--- src/rtl/uart_tx_arbiter.sv ---
// uart_tx_arbiter
// Round-robin arbiter that lets NUM_REQ byte producers share one transmit UART.
// A requester owns the UART for one message (ending on req_last) or MAX_BURST
// bytes, whichever comes first; an idle cycle always separates two owners.
//
// Optional feature: define UART_ARB_TIMEOUT_EN to release an owner that has
// kept req_valid low for IDLE_TIMEOUT consecutive owned cycles. That release
// pulses timeout_evt for one cycle. Without the macro an owner holds the
// grant indefinitely and timeout_evt is constant 0.
module uart_tx_arbiter #(
    parameter int NUM_REQ      = 4,
    parameter int MAX_BURST    = 16,
    parameter int IDLE_TIMEOUT = 1024
) (
    input  logic                   clk,
    input  logic                   reset,
    input  logic [NUM_REQ-1:0]     req_valid,
    input  logic [8*NUM_REQ-1:0]   req_data,
    input  logic [NUM_REQ-1:0]     req_last,
    output logic [NUM_REQ-1:0]     req_ready,
    input  logic                   tx_ready,
    output logic                   tx_valid,
    output logic [7:0]             tx_data,
    output logic [NUM_REQ-1:0]     grant,
    output logic                   timeout_evt
);

    localparam int IDX_W = (NUM_REQ > 1) ? $clog2(NUM_REQ) : 1;
    localparam int CNT_W = $clog2(MAX_BURST + 1);
    localparam logic [CNT_W-1:0] BURST_LAST = CNT_W'(MAX_BURST - 1);
    localparam bit CFG_OK = (NUM_REQ >= 2) && (NUM_REQ <= 8) &&
                            (MAX_BURST >= 1) && (MAX_BURST <= 255) &&
                            (IDLE_TIMEOUT >= 1);

    // An illegal parameter set fails elaboration on the missing module below.
    generate
        if (!CFG_OK) begin : g_cfg_err
            uart_tx_arbiter_illegal_parameters u_cfg_err ();
        end
    endgenerate

    typedef enum logic {
        ST_IDLE = 1'b0,
        ST_OWN  = 1'b1
    } state_t;

    state_t               state_reg;
    logic [NUM_REQ-1:0]   grant_reg;
    logic [IDX_W-1:0]     owner_reg;
    logic [IDX_W-1:0]     rr_ptr_reg;
    logic [CNT_W-1:0]     burst_cnt_reg;

    // Per-requester byte view of the packed data bus.
    logic [7:0] req_byte [NUM_REQ];

    generate
        for (genvar gi = 0; gi < NUM_REQ; gi++) begin : g_byte
            assign req_byte[gi] = req_data[8*gi +: 8];
        end
    endgenerate

    // Round-robin search: lowest offset from rr_ptr with a valid request wins.
    // Scanning offsets from high to low lets the last hit be the winner.
    logic             arb_found;
    logic [IDX_W-1:0] arb_idx;
    logic [IDX_W:0]   cand_sum;
    logic [IDX_W-1:0] cand_idx;

    always_comb begin
        arb_found = 1'b0;
        arb_idx   = '0;
        cand_sum  = '0;
        cand_idx  = '0;
        for (int k = NUM_REQ - 1; k >= 0; k--) begin
            cand_sum = {1'b0, rr_ptr_reg} + (IDX_W+1)'(k);
            if (cand_sum >= (IDX_W+1)'(NUM_REQ)) begin
                cand_sum = cand_sum - (IDX_W+1)'(NUM_REQ);
            end
            cand_idx = cand_sum[IDX_W-1:0];
            if (req_valid[cand_idx]) begin
                arb_found = 1'b1;
                arb_idx   = cand_idx;
            end
        end
    end

    // One-hot form of the arbitration winner, loaded into grant on a new grant.
    logic [NUM_REQ-1:0] arb_onehot;

    generate
        for (genvar gi = 0; gi < NUM_REQ; gi++) begin : g_onehot
            assign arb_onehot[gi] = arb_found && (arb_idx == IDX_W'(gi));
        end
    endgenerate

    // Owner-side handshake and release decisions.
    logic           own;
    logic           owner_valid;
    logic           owner_last;
    logic           xfer;
    logic           burst_done;
    logic           rel_now;
    logic           stall_expire;
    logic [IDX_W:0] rr_sum;
    logic [IDX_W-1:0] rr_next;

    assign own         = (state_reg == ST_OWN);
    assign owner_valid = req_valid[owner_reg];
    assign owner_last  = req_last[owner_reg];
    assign xfer        = own && owner_valid && tx_ready;
    assign burst_done  = (burst_cnt_reg == BURST_LAST);
    // Message end and burst limit on the same byte still give one release.
    assign rel_now     = xfer && (owner_last || burst_done);
    assign rr_sum      = {1'b0, owner_reg} + (IDX_W+1)'(1);
    assign rr_next     = (rr_sum == (IDX_W+1)'(NUM_REQ)) ? '0 : rr_sum[IDX_W-1:0];

    // Datapath is a pure mux: the owner talks straight to the UART.
    assign grant     = grant_reg;
    assign tx_valid  = own && owner_valid;
    assign tx_data   = own ? req_byte[owner_reg] : 8'h00;
    assign req_ready = grant_reg & {NUM_REQ{tx_ready}};

`ifdef UART_ARB_TIMEOUT_EN
    localparam int STALL_W = $clog2(IDLE_TIMEOUT + 1);
    localparam logic [STALL_W-1:0] STALL_LAST = STALL_W'(IDLE_TIMEOUT - 1);

    logic [STALL_W-1:0] stall_cnt_reg;
    logic               timeout_evt_reg;

    // The cycle that would bring the stall count to IDLE_TIMEOUT forces release.
    assign stall_expire = own && !owner_valid && (stall_cnt_reg == STALL_LAST);

    // Stall counter: counts owned cycles with the owner silent, clears otherwise.
    always_ff @(posedge clk) begin
        if (reset) begin
            stall_cnt_reg <= '0;
        end else if (!own || owner_valid || stall_expire) begin
            stall_cnt_reg <= '0;
        end else begin
            stall_cnt_reg <= stall_cnt_reg + STALL_W'(1);
        end
    end

    // One-cycle event flag aligned with the grant dropping.
    always_ff @(posedge clk) begin
        if (reset) begin
            timeout_evt_reg <= 1'b0;
        end else begin
            timeout_evt_reg <= stall_expire;
        end
    end

    assign timeout_evt = timeout_evt_reg;
`else
    assign stall_expire = 1'b0;
    assign timeout_evt  = 1'b0;
`endif

    // Ownership FSM: grant, owner index, round-robin pointer and burst count.
    always_ff @(posedge clk) begin
        if (reset) begin
            state_reg     <= ST_IDLE;
            grant_reg     <= '0;
            owner_reg     <= '0;
            rr_ptr_reg    <= '0;
            burst_cnt_reg <= '0;
        end else begin
            case (state_reg)
                ST_IDLE: begin
                    if (arb_found) begin
                        state_reg     <= ST_OWN;
                        grant_reg     <= arb_onehot;
                        owner_reg     <= arb_idx;
                        burst_cnt_reg <= '0;
                    end
                end
                ST_OWN: begin
                    if (xfer) begin
                        burst_cnt_reg <= burst_cnt_reg + CNT_W'(1);
                    end
                    if (rel_now || stall_expire) begin
                        state_reg  <= ST_IDLE;
                        grant_reg  <= '0;
                        rr_ptr_reg <= rr_next;
                    end
                end
                default: begin
                    state_reg <= ST_IDLE;
                    grant_reg <= '0;
                end
            endcase
        end
    end

endmodule

--- config.mk ---
export PLATFORM = sky130hd
export DESIGN_NAME = uart_tx_arbiter
export DESIGN_NICKNAME = d
export VERILOG_FILES = /design/src/rtl/uart_tx_arbiter.sv
export SDC_FILE = /design/constraint.sdc
export NUM_CORES = 1
export LEC_CHECK = 0
export CAP_MARGIN = 20
export CORE_UTILIZATION = 34
export CTS_BUF_LIST = sky130_fd_sc_hd__clkbuf_16
export DETAILED_ROUTE_END_ITERATION = 12
export GPL_TIMING_DRIVEN = 0
export PLACE_DENSITY = 0.84
export RECOVER_POWER = 25
export SLEW_MARGIN = 30
export SYNTH_ARGS = -nofsm -noshare
export SYNTH_HDL_FRONTEND = slang
export SYNTH_SLANG_ARGS = --single-unit
--- constraint.sdc ---
create_clock -name clk -period 1.95 [get_ports clk]
set_input_delay 0.585 -clock clk [delete_from_list [all_inputs] [get_ports clk]]
set_output_delay 0.585 -clock clk [all_outputs]
set_load 0.03 [all_outputs]
==> results <==
-- cells by family (layout without fill, tap and decap cells) --
family                     count (synthesis)  count (layout)  synth area share
AOI/OAI and AO/OA                         30              30             0.194
adders and majority gates                  3               3            0.0351
buffers and inverters                     13              77            0.0607
DFF                                       14              14             0.262
muxes                                     13              13             0.215
other                                      1               1           0.00350
and+or+nand+nor                           44              44             0.230
-- routing by layer --
layer | vias up | share of wire | routed length (µm) | global-route usage
li1 | 574 | - | - | -
met3 | 7 | 0.080 | 269 | 0.0469
met4 | 0 | 0.024 | 82 | 0.0986
met2 | 61 | 0.49 | 1640 | 0.330
met5 | - | 0 | 0 | 0
met1 | 577 | 0.41 | 1360 | 0.253
-- metrics by stage --
stage / TNS, ns / cells / util
3_5_place_dp: -14.71 / 219 / 0.571
3_3_place_gp: -13.78 / 219 / 0.571
6_report: -1.37 / 226 / 0.624
4_1_cts: -1.95 / 226 / 0.612
2_1_floorplan: 0 / 118 / -
5_1_grt: -1.59 / 226 / 0.624
-- worst max-delay path, delay by kind of cell --
family | cells | cell delay, ns
AND/OR/NAND/NOR | 1 | 0.15
buffers and inverters | 2 | 0.36
multiplexers | 1 | 0.45
-- worst paths after layout --
| check | endpoint | slack [ns] | depth (start not counted) |
|---|---|---|---|
| worst min register to register | burst_cnt_reg[4] | 0.48 | 2 |
| worst max-delay path | tx_data[2] | -0.18 | 4 |
| worst max register to register | grant[1] | 0.18 | 7 |
| worst min-delay path | burst_cnt_reg[4] | 0.48 | 2 |
-- power breakdown --
| part | switching, mW | leakage (nW) | internal, mW |
|---|---|---|---|
| registers | 0.0178 | 0.115 | 0.305 |
| logic | 0.236 | 0.596 | 0.263 |
| clock network | 0.106 | 0.0370 | 0.267 |
| total | 0.360 | 0.748 | 0.835 |
-- repair_timing --
item,4_1_cts,5_1_grt
resized for setup,127,42
buffers inserted,4,1
endpoints found under the setup margin,26,16
pin swaps,0,9
-- layout make-up --
| class | count | area (µm²) | share of cell area |
|---|---|---|---|
| clock buffer | 3 | 75.1 | 0.0397 |
| sequential | 14 | 285 | 0.151 |
| buffer | 7 | 63.8 | 0.0338 |
| tap | 44 | 55.1 | 0.0291 |
| inverter | 5 | 18.8 | 0.00993 |
| multi-input combinational | 91 | 783 | 0.414 |
| timing repair buffer | 62 | 609 | 0.322 |
-- synth_stat cells (2+ instances only) --
cell      count  area, µm²
o21ai_0       3       15.0
dfxtp_1      14        280
a22o_1        2       17.5
or3_1         3       18.8
o31ai_1       2       15.0
a31o_2        2       17.5
inv_1         5       18.8
buf_2         3       15.0
ha_1          3       37.5
buf_4         3       22.5
nor2_1        5       18.8
o22a_1        2       17.5
nor2b_1       2       12.5
nand2b_1      3       18.8
a32o_1        2       20.0
a21oi_1      11       55.1
mux4_2        8        180
nand3_1       7       35.0
nand2_1       5       18.8
mux2i_1       5       50.1
nor4_1        2       12.5
and2_1       13       81.3
==> impl_metrics.ini <==
[run_status]
status = finished with violations
violations = setup timing

[drt]
drc = 0
first_pass_iters = 4
via_per_inst = 5.39
first_iter_violations = 52
vias = 1219
wl_per_cell_um = 14.9
wl_um = 3360
ant_nets = 0

[timing]
grt_setup_unrepaired = true
finClkSkew_ns = 0.00253
slew_headroom = 0.604
hold_ws_ns = 0.477
period_minus_slack_ns = 2.13
max_freq_mhz = 470
hold_violations = 0
fin_ws_ns = -0.179
finalSetupViolCount = 9
worst_slew_pin_slew_ns = 0.589
slew_viol_final = 0
period_share = 1.09

[worst_setup_path]
cp-end-kind = primary output
cp_cell_sequence = dlygate4sd2_1, mux4_2, and2_4, buf_6
critPathMaxStageDelay_ns = 0.45
worstSetupStartpoint = req_data[10]
startpoint_type = input pin
worst_path_max_delay_cell = mux4_2
crit_fanout = 1
arrival_ns = 1.54
r2r_start = burst_cnt_reg[0]
cp_data_required_time_ns = 1.36
critical_path_class = input pin to primary output

[finish]
largest_reg_flops = 5
diodes = 0
areaGrowthSynthToFinish_pct = 76.5
fin_nets = 230
fillers = 227
final_cell_mix = 23 x clkdlybuf4s15_1, 12 x dfxtp_1, 11 x a21oi_1
final_common_cell = clkdlybuf4s15_1
drive_above_1_share = 0.313
fin_area_um2 = 1890

[floorplanning]
die_x_um = 58.1
die-area_um2 = 3380
core_area_um2 = 3030
start_util = 0.354
ios = 61
rows = 20
die_h_um = 58.1

[global_routing]
grt_pass1_wl_um = 5240
grt_usage = 0.203
antenna_found_initial = 0
grt_max_degree = 11
grt_overflow_total = 0
grt_pass1_vias = 1132

[place]
preCtsSetupSlack_ns = -1.10
place.gp.congestion = 0.846
io_buffers = 57
hpwl_um = 2520
placed_area_um2 = 1730

[power_and_ir_drop]
p_total_mw = 1.19
irDropWorstVdd_uv = 343
p_per_area_nw_per_um2 = 632
p_leak_nw = 0.748

[synthesis]
syn_area_um2 = 1070
ys.flop_type = dfxtp_1
synthCells = 118
ys_types = 35
yosys_warnings = 0
synth-seq-cells = 14
synth_edf_count = 0
postSynthAreaPerCell_um2 = 9.08
synthArstFlopShare = 0
syn_nets = 164
yosysSeqAreaShare = 0.262

[cts]
clock_latency_ns = 0.24
cts_sinks = 14
ctsHoldBuffers = 0
cts_buffers = 3
cts.htree.levels = 1
clk_pin_slew_worst_paths_ns = 0.04
cts_tree = yes
ctsLongestPathBuffers = 2
root_buffer = clkbuf_16

[min_path]
hold_class = register to register
hp-start = burst_cnt_reg[4]

[flow_run]
cap_violations = 0
(Power assumes the default switching activity.)
